==> config.mk <==
export PLATFORM = sky130hd
export DESIGN_NAME = mat_vec_mult_param
export DESIGN_NICKNAME = d
export VERILOG_FILES = /design/src/rtl/mat_vec_mult_param.sv
export SDC_FILE = /design/constraint.sdc
export NUM_CORES = 2
export LEC_CHECK = 0
export BUFFER_PORTS_ARGS = -buffer_cell sky130_fd_sc_hd__buf_2
export CAP_MARGIN = 10
export CORE_AREA = 8 8 332 334
export DETAILED_ROUTE_END_ITERATION = 7
export DIE_AREA = 0 0 340 342
export PLACE_DENSITY = 0.76
export SYNTH_ARGS = -nofsm -noshare
export SYNTH_HDL_FRONTEND = slang
export SYNTH_SLANG_ARGS = --single-unit
==> constraint.sdc <==
create_clock -name clk -period 8.1 [get_ports clk]
set_input_delay 1.215 -clock clk [delete_from_list [all_inputs] [get_ports clk]]
set_output_delay 1.215 -clock clk [all_outputs]
set_load 0.01 [all_outputs]
==> src/rtl/mat_vec_mult_param.sv <==
// rtl/mat_vec_mult_param.sv - ROWS x COLS matrix-vector multiply engine with skewed MAC lanes
module mat_vec_mult_param #(
    parameter int ROWS       = 8,
    parameter int COLS       = 8,
    parameter int DATA_WIDTH = 8,
    parameter int ACC_WIDTH  = 2*DATA_WIDTH + $clog2(COLS)
) (
    input  logic                      clk,
    input  logic                      rst_n,
    input  logic                      clr,
    input  logic                      start,
    input  logic                      signed_mode,
    input  logic                      accum,
    input  logic [ROWS-1:0]           a_wren,
    input  logic [DATA_WIDTH-1:0]     a_data,
    input  logic                      b_wren,
    input  logic [DATA_WIDTH-1:0]     b_data,
    output logic                      ready,
    output logic                      busy,
    output logic                      done,
    output logic                      err,
    output logic [ROWS*ACC_WIDTH-1:0] out
);

    localparam int CW = $clog2(COLS + 1);
    localparam int IW = (COLS > 1) ? $clog2(COLS) : 1;
    localparam int TW = $clog2(ROWS + COLS);

    typedef enum logic {IDLE, RUN} state_t;

    state_t                state_q, state_d;
    logic [TW-1:0]         cnt_q, cnt_d;
    logic                  sm_q;
    logic                  ready_q, ready_d;
    logic                  done_q;
    logic                  err_q;
    logic                  err_set;
    logic                  accept;
    logic                  last;
    logic                  b_pop;
    logic                  b_wr_ok;
    logic [CW-1:0]         b_cnt_q, b_cnt_d;
    logic [DATA_WIDTH-1:0] b_mem_q [COLS];
    logic [DATA_WIDTH-1:0] b_sh_q  [ROWS];
    logic [DATA_WIDTH-1:0] b_lane  [ROWS];
    logic [DATA_WIDTH-1:0] a_mem_q [ROWS][COLS];
    logic [DATA_WIDTH-1:0] a_head  [ROWS];
    logic [CW-1:0]         a_cnt_q [ROWS];
    logic [CW-1:0]         a_cnt_d [ROWS];
    logic                  a_wr_ok [ROWS];
    logic                  lane_act[ROWS];
    logic [ACC_WIDTH-1:0]  term    [ROWS];
    logic [ACC_WIDTH-1:0]  out_q   [ROWS];

    // Every run drains each FIFO completely from slot 0, so the head is the
    // slot after the ones already popped.
    function automatic logic [IW-1:0] head_idx(input logic [CW-1:0] count);
        logic [CW-1:0] popped;
        popped = CW'(COLS) - count;
        return IW'(popped);
    endfunction

    // Product of two operands, extended per mode; the 2*DATA_WIDTH low bits of
    // the product of extended operands are exact in both modes.
    function automatic logic [ACC_WIDTH-1:0] mac_term(input logic [DATA_WIDTH-1:0] a,
                                                      input logic [DATA_WIDTH-1:0] b,
                                                      input logic sm);
        logic [2*DATA_WIDTH-1:0] a_x;
        logic [2*DATA_WIDTH-1:0] b_x;
        logic [2*DATA_WIDTH-1:0] p;
        logic signed [2*DATA_WIDTH:0] p_s;
        a_x = {{DATA_WIDTH{sm & a[DATA_WIDTH-1]}}, a};
        b_x = {{DATA_WIDTH{sm & b[DATA_WIDTH-1]}}, b};
        p   = a_x * b_x;
        p_s = {sm & p[2*DATA_WIDTH-1], p};
        return ACC_WIDTH'(p_s);
    endfunction

    assign accept = (state_q == IDLE) && start && ready_q && !clr;
    assign last   = (state_q == RUN) && (cnt_q == TW'(ROWS + COLS - 2));
    assign b_pop  = (state_q == RUN) && (int'(cnt_q) < COLS);

    // Next-state logic: clr forces IDLE from anywhere.
    always_comb begin
        state_d = state_q;
        cnt_d   = cnt_q;
        if (clr) begin
            state_d = IDLE;
        end else begin
            case (state_q)
                IDLE: begin
                    if (accept) begin
                        state_d = RUN;
                        cnt_d   = '0;
                    end
                end
                RUN: begin
                    if (last) begin
                        state_d = IDLE;
                    end else begin
                        cnt_d = cnt_q + 1'b1;
                    end
                end
                default: state_d = IDLE;
            endcase
        end
    end

    // State and run counter registers.
    always_ff @(posedge clk or negedge rst_n) begin
        if (!rst_n) begin
            state_q <= IDLE;
            cnt_q   <= '0;
        end else begin
            state_q <= state_d;
            cnt_q   <= cnt_d;
        end
    end

    // Lane operands: A heads, B skew taps, activity windows and products.
    always_comb begin
        b_lane[0] = b_mem_q[head_idx(b_cnt_q)];
        for (int r = 1; r < ROWS; r++) begin
            b_lane[r] = b_sh_q[r];
        end
        for (int r = 0; r < ROWS; r++) begin
            a_head[r]   = a_mem_q[r][head_idx(a_cnt_q[r])];
            lane_act[r] = (state_q == RUN) && (int'(cnt_q) >= r) &&
                          (int'(cnt_q) <= r + COLS - 1);
            term[r]     = mac_term(a_head[r], b_lane[r], sm_q);
        end
    end

    // Write acceptance, error detection, next FIFO fill levels and readiness.
    always_comb begin
        err_set = 1'b0;
        b_wr_ok = 1'b0;
        b_cnt_d = b_cnt_q;
        ready_d = (state_d == IDLE);
        if (b_wren) begin
            if (state_q == IDLE && b_cnt_q != CW'(COLS)) b_wr_ok = 1'b1;
            else                                         err_set = 1'b1;
        end
        if (clr)          b_cnt_d = '0;
        else if (b_wr_ok) b_cnt_d = b_cnt_q + 1'b1;
        else if (b_pop)   b_cnt_d = b_cnt_q - 1'b1;
        if (b_cnt_d != CW'(COLS)) ready_d = 1'b0;
        for (int r = 0; r < ROWS; r++) begin
            a_wr_ok[r] = 1'b0;
            a_cnt_d[r] = a_cnt_q[r];
            if (a_wren[r]) begin
                if (state_q == IDLE && a_cnt_q[r] != CW'(COLS)) a_wr_ok[r] = 1'b1;
                else                                            err_set    = 1'b1;
            end
            if (clr)              a_cnt_d[r] = '0;
            else if (a_wr_ok[r])  a_cnt_d[r] = a_cnt_q[r] + 1'b1;
            else if (lane_act[r]) a_cnt_d[r] = a_cnt_q[r] - 1'b1;
            if (a_cnt_d[r] != CW'(COLS)) ready_d = 1'b0;
        end
    end

    // FIFO storage: writes land at the current fill level.
    always_ff @(posedge clk) begin
        if (b_wr_ok && !clr) b_mem_q[b_cnt_q[IW-1:0]] <= b_data;
        for (int r = 0; r < ROWS; r++) begin
            if (a_wr_ok[r] && !clr) a_mem_q[r][a_cnt_q[r][IW-1:0]] <= a_data;
        end
    end

    // Fill levels, skew chain, accumulators and status flags.
    always_ff @(posedge clk or negedge rst_n) begin
        if (!rst_n) begin
            b_cnt_q <= '0;
            sm_q    <= 1'b0;
            ready_q <= 1'b0;
            done_q  <= 1'b0;
            err_q   <= 1'b0;
            for (int r = 0; r < ROWS; r++) begin
                a_cnt_q[r] <= '0;
                b_sh_q[r]  <= '0;
                out_q[r]   <= '0;
            end
        end else begin
            b_cnt_q   <= b_cnt_d;
            ready_q   <= ready_d;
            done_q    <= last && !clr;
            err_q     <= clr ? 1'b0 : (err_q | err_set);
            b_sh_q[0] <= '0;
            if (accept) sm_q <= signed_mode;
            for (int r = 1; r < ROWS; r++) begin
                b_sh_q[r] <= b_lane[r-1];
            end
            for (int r = 0; r < ROWS; r++) begin
                a_cnt_q[r] <= a_cnt_d[r];
                if (clr || (accept && !accum)) out_q[r] <= '0;
                else if (lane_act[r])          out_q[r] <= out_q[r] + term[r];
            end
        end
    end

    // Flatten the lane results onto the output bus.
    always_comb begin
        out = '0;
        for (int r = 0; r < ROWS; r++) begin
            out[r*ACC_WIDTH +: ACC_WIDTH] = out_q[r];
        end
    end

    assign ready = ready_q;
    assign busy  = (state_q == RUN);
    assign done  = done_q;
    assign err   = err_q;

endmodule

Word level (Yosys, flattened, before mapping)
Memories as Yosys holds them, arrays and structs flattened.
Cells that the tools add are included.
Word-level totals
  register bits: 253
  memory bits (writable): 576
  input bits: 31
  output and inout port bits: 156
  memories: 2
Memories
  a_mem_q: depth 8, bits a word 64, read ports 8, clocked after Yosys merged registers in 0, wr ports 8, RTL line 46  | logic [DATA_WIDTH-1:0] a_mem_q [ROWS][COLS];
  b_mem_q: depth 8, bits a word 8, read ports 1, clocked after Yosys merged registers in 0, wr ports 1, RTL line 43  | logic [DATA_WIDTH-1:0] b_mem_q [COLS];
Cells by class
  $add $sub $neg: 36
  $mul: 8
  order comparisons: 40
  equality and inequality tests: 21
  mux-type cells: 154
  bitwise gates (word level): 44
  reductions and logical operators: 60
Operator list (number)
  2-to-1 mux 64 bit: 8
  2-to-1 mux 19 bit: 16
  binary-select mux 8 bit (select 3 bit): 8
  demux 8 bit (select 3 bit): 8
  2-to-1 mux 8 bit: 24
  adder 19 bit: 8
  multiplier 9 x 9 -> 16 bit: 8
  2-to-1 mux 4 bit: 29
  inequality test 4 bit, second input constant: 18
  greater-or-equal comparator 4 bit, second input constant: 16
  inverter 3 -> 4 bit: 16
  2-to-1 mux 1 bit: 59
  logical AND 1 bit: 48
  adder 4 x 1 -> 4 bit, second input constant: 10
  subtractor 4 x 1 -> 4 bit, second input constant: 9
  less-than comparator 4 x 1 -> 1 bit, second input constant: 8
  less-or-equal comparator 4 bit, second input constant: 7
  subtractor 1 x 3 -> 3 bit, first input constant: 9
  AND 1 bit: 24
  greater-or-equal comparator 4 x 3 -> 1 bit, second input constant: 4
  nonzero test 2 bit: 8
  greater-or-equal comparator 4 x 2 -> 1 bit, second input constant: 2
  one-hot mux 4 bit (2 select lines): 1
  == test 4 bit, second input constant: 1
  other kinds (10): 14

Longest topological paths before layout
  depth after elaboration: 22
  gate-level depth with buffers: 35

Least setup slack after synthesis
OpenSTA, ideal clock, no wires.
  kind: flip-flop to flip-flop
  start point: register a_cnt_q[0] in the netlist's numbering
  end point: register out_q (netlist bit out[151])
  setup time: 0.079 ns
  arrival: 8.312 ns
  required time: 8.021 ns
  path slack: -0.291 ns
  cell stages (with the launch flop): 32
  cell sequence: dfrtp_1 buf_1 inv_1 ha_1 clkbuf_1 clkbuf_1 mux4_2 mux2i_1 nand3_1 fa_1 fa_1 inv_1 fa_1 fa_1 inv_1 fa_1 inv_1 ha_1 inv_1 o21ai_0 a21oi_1 o21ai_0 a21oi_1 or4b_2 nand3_1 ha_1 and2_1 o21ai_0 nand3_1 a31o_2 mux2i_1 mux2i_1
On the way
  longest elaborated chain between the ends: 11
RTL lines
  start, declared: RTL line 48  | logic [CW-1:0] a_cnt_q [ROWS];
  start signal, assigned by index: RTL line 194  | a_cnt_q[r] <= a_cnt_d[r];
  subtractor 1 x 3 -> 3 bit (*): RTL line 59  | popped = CW'(COLS) - count;
  inverter 3 -> 4 bit (not written as such) (*): RTL line 127  | a_head[r] = a_mem_q[r][head_idx(a_cnt_q[r])];
  binary-select mux 8 bit (select 3 bit) (*): RTL line 127
  2-to-1 mux 8 bit (not written as such) (*) (2 in a row): RTL line 127
  AND 1 bit: RTL line 72  | a_x = {{DATA_WIDTH{sm & a[DATA_WIDTH-1]}}, a};
  multiplier 9 x 9 -> 16 bit (*): RTL line 74  | p = a_x * b_x;
  AND 1 bit: RTL line 75  | p_s = {sm & p[2*DATA_WIDTH-1], p};
  adder 19 bit (*): RTL line 196  | else if (lane_act[r]) out_q[r] <= out_q[r] + term[r];
  2-to-1 mux 19 bit (*): RTL line 196
  2-to-1 mux 19 bit (*): RTL line 195  | if (clr || (accept && !accum)) out_q[r] <= '0;
  end signal, assigned by index: RTL line 196
  end, declared: RTL line 53  | logic [ACC_WIDTH-1:0] out_q [ROWS];
Every way passes the cells marked *; elsewhere a longest branch is shown, timed or not. The select of a mux whose other input is x is not followed.
A chain may end at the register's enable or synchronous reset.

Final worst setup path
  start point: register a_cnt_q[9] in the netlist's numbering
  end point: register out_q (netlist bit out[113])
Same word-level chain as after synthesis.

==> flow_metrics.py <==
metrics = {
    "outcome": {
        "status": "completed",
    },
    "critical_path": {
        "slowest_stage": "or4b_2",
        "cp-end-kind": "flop",
        "worstSetupPathType": "flop to flop",
        "critPathTopFamily": "adder cells",
        "cp.buffers_inverters": 7,
        "r2r_end": "out[113]",
        "rr_startpoint": "a_cnt_q[9]",
        "critPathLaunchType": "flop",
        "cpPeakStageDelay_ns": 0.62,
        "required_ns": 8.68,
        "rr_worst_depth": 30,
        "r2r_slack_ns": 0.33,
        "crit_top_cell": "inv_1",
        "critPathMaxFanout": 18,
        "critPathArrivalTime_ns": 8.36,
    },
    "detailed_routing": {
        "vias_per_cell": 5.752,
        "wl_um": 137400,
        "drtIter0Drc": 2963,
        "post-route-drc-count": 0,
        "vias": 40060,
        "antenna_left": 0,
        "firstDrtPassIters": 6,
        "wl_per_cell_um": 19.72,
    },
    "finish": {
        "layout_commonest_cell": "inv_1",
        "final_cell_mix": "643 x inv_1, 576 x edfxtp_1, 560 x nand2_1, 512 x fa_1, 422 x ha_1",
        "final_net_count": 6460,
        "syn2layout_area_growth_pct": 10.27,
        "layout.cells.non_filler": 6965,
        "fillerInstances": 7834,
        "drive_gt1_share_pct": 12.94,
    },
    "cts": {
        "cts_tree": "done",
        "h-tree-depth": 3,
        "root_buffer": "clkbuf_16",
        "cts_buffers": 91,
        "clock_sinks": 829,
        "insertion_delay_ns": 0.69,
        "cts.clk_slew.worst_paths_ns": 0.06,
        "cts.path.max_buffers": 3,
        "hold_buffers": 0,
    },
    "grt": {
        "grt_usage_pct": 23.67,
        "grt-ovfl-total": 0,
        "antenna_found_initial": 11,
        "grt_pass1_wl_um": 223300,
        "grt_max_degree": 153,
        "grt_pass1_vias": 41620,
    },
    "min_path": {
        "hp-class": "primary input to asynchronous set/reset pin",
    },
    "die": {
        "die_y_um": 342,
        "io_pins": 187,
        "fp.dieW_um": 340,
        "initial_utilization_pct": 57.63,
        "core-area_mm2": 0.1047,
        "die_area_mm2": 0.1163,
        "num_rows": 119,
    },
    "flow_run": {
        "cap_violations": 0,
    },
    "synth": {
        "synth.distinct_cells": 76,
        "synth-edff-count": 576,
        "synthesis.area_mm2": 0.06032,
        "seq_area_frac_synth_pct": 39.17,
        "syn_avg_cell_area_um2": 11.48,
        "synthesis.nets": 6228,
        "yosys-top-cells-area": "edfxtp_1 29%, fa_1 17%, dfrtp_1 10%",
        "ys_ff_latch": 829,
        "synthArstFlopShare_pct": 30.52,
        "yosysWarnings": 0,
        "synth_cells": 5256,
        "ys.flop_type": "edfxtp_1",
        "yosysTopAreaCell": "edfxtp_1",
        "netlist.area_leader.share_pct": 28.67,
    },
    "sta": {
        "slew_headroom_pct": 16.93,
        "fin_crit_sh_pct": 95.95,
        "hold_violations": 0,
        "clock_skew_ns": 0.03447,
        "fmax_mhz": 128.7,
        "fin_crit_ns": 7.772,
        "hold_ws_ns": 0.4818,
        "drv_slew": 0,
        "worst-slew-pin-transition_ns": 1.246,
        "rsz0062_at_grt": "no",
        "fin_setup_tns_ns": 0,
        "finalSetupViolations": 0,
    },
    "placement": {
        "port_buffers": 186,
        "gp_congestion": 0.8942,
        "hpwl_um": 98610,
        "placed_cells": 6775,
    },
}
[cells by family (layout without fill, tap and decap cells)]
family	count (synthesis)	after routing	synth area share (%)
xor+xnor	245	245	3.613
mux	255	255	7.388
compound gates	669	669	6.961
other cells	0	8	0
simple gates	1519	1519	11.97
buf+inv	798	1108	5.009
fa+ha+maj	941	941	25.89
flops	829	829	39.17
[final cells by class]
type                    instances  area (um2)  area share (%)
repair buffers                293        1789           2.690
multi-input cells            3629       33860           50.90
well taps                    1391        1740           2.616
clock buffers                 113        2474           3.719
flip-flops and latches        829       23640           35.53
diodes                          8       20.02         0.03010
clock inverters                58       583.1          0.8765
inverters                     644        2417           3.634
[flip-flops by register name (all words and copies together), names as in the netlist]
| register | flops |
|---|---|
| a_cnt_q | 32 |
| ready | 1 |
| done | 1 |
| b_mem_q | 64 |
| b_cnt_q | 4 |
| b_lane | 56 |
| sm_q | 1 |
| err | 1 |
| cnt_q | 4 |
| busy | 1 |
| a_mem_q | 512 |
| out | 152 |
[how the worst max path moves through the flow]
stage                            from        to  depth (start not counted)
after floorplan            a_cnt_q[0]  out[151]                         31
after global placement     a_cnt_q[1]  out[151]                         29
after detailed placement   a_cnt_q[1]  out[151]                         29
after CTS                 a_cnt_q[25]   out[37]                         27
after global routing       a_cnt_q[1]  out[151]                         30
final                      a_cnt_q[9]  out[113]                         30
[synth_stat cells, drive strengths merged, types with 8 or more instances]
cell type  instances
a21o              57
nand3b            15
inv              644
a2111oi           21
nor2             304
buf               54
o2111ai            8
and2             238
nand3             79
edfxtp           576
mux4             144
a21oi            255
mux2i             49
xor2              70
ha               429
or3               38
fa               512
o21ai            122
clkbuf           100
nor3              89
or4                9
o31ai             24
nor2b             64
o21a              34
a211oi            41
o21bai            29
nand2            562
dfrtp            253
mux2              62
and3              27
xnor2            175
or2               26
nand2b            36
[metal layers]
metal	track usage, %	vias up	share of wire [%]
met3	4.202	267	6.6
met4	7.524	0	2.8
li1	-	18450	-
met5	0	-	0
met1	31.22	19970	42
met2	39.98	1367	49
[timing repair]
item / 4_1_cts / 5_1_grt
gates resized for setup: 0 / 40
setup endpoints to repair: 0 / 29
buffers inserted: 0 / 7
[metrics by stage]
step | worst slack (ns) | instance area [um2] | utilization [%]
after floorplan | -0.03450 | 60330 | -
after global placement | 0.2674 | 63150 | 60.33
after detailed placement | 0.1287 | 63160 | 60.34
after CTS | 0.02366 | 66220 | 63.26
after global routing | 0.01491 | 66510 | 63.54
final | 0.3277 | 66520 | 63.55
Power is left out: the tool's default activity adds up to more than one toggle a clock period on the data nets, which glitch-free logic cannot reach.
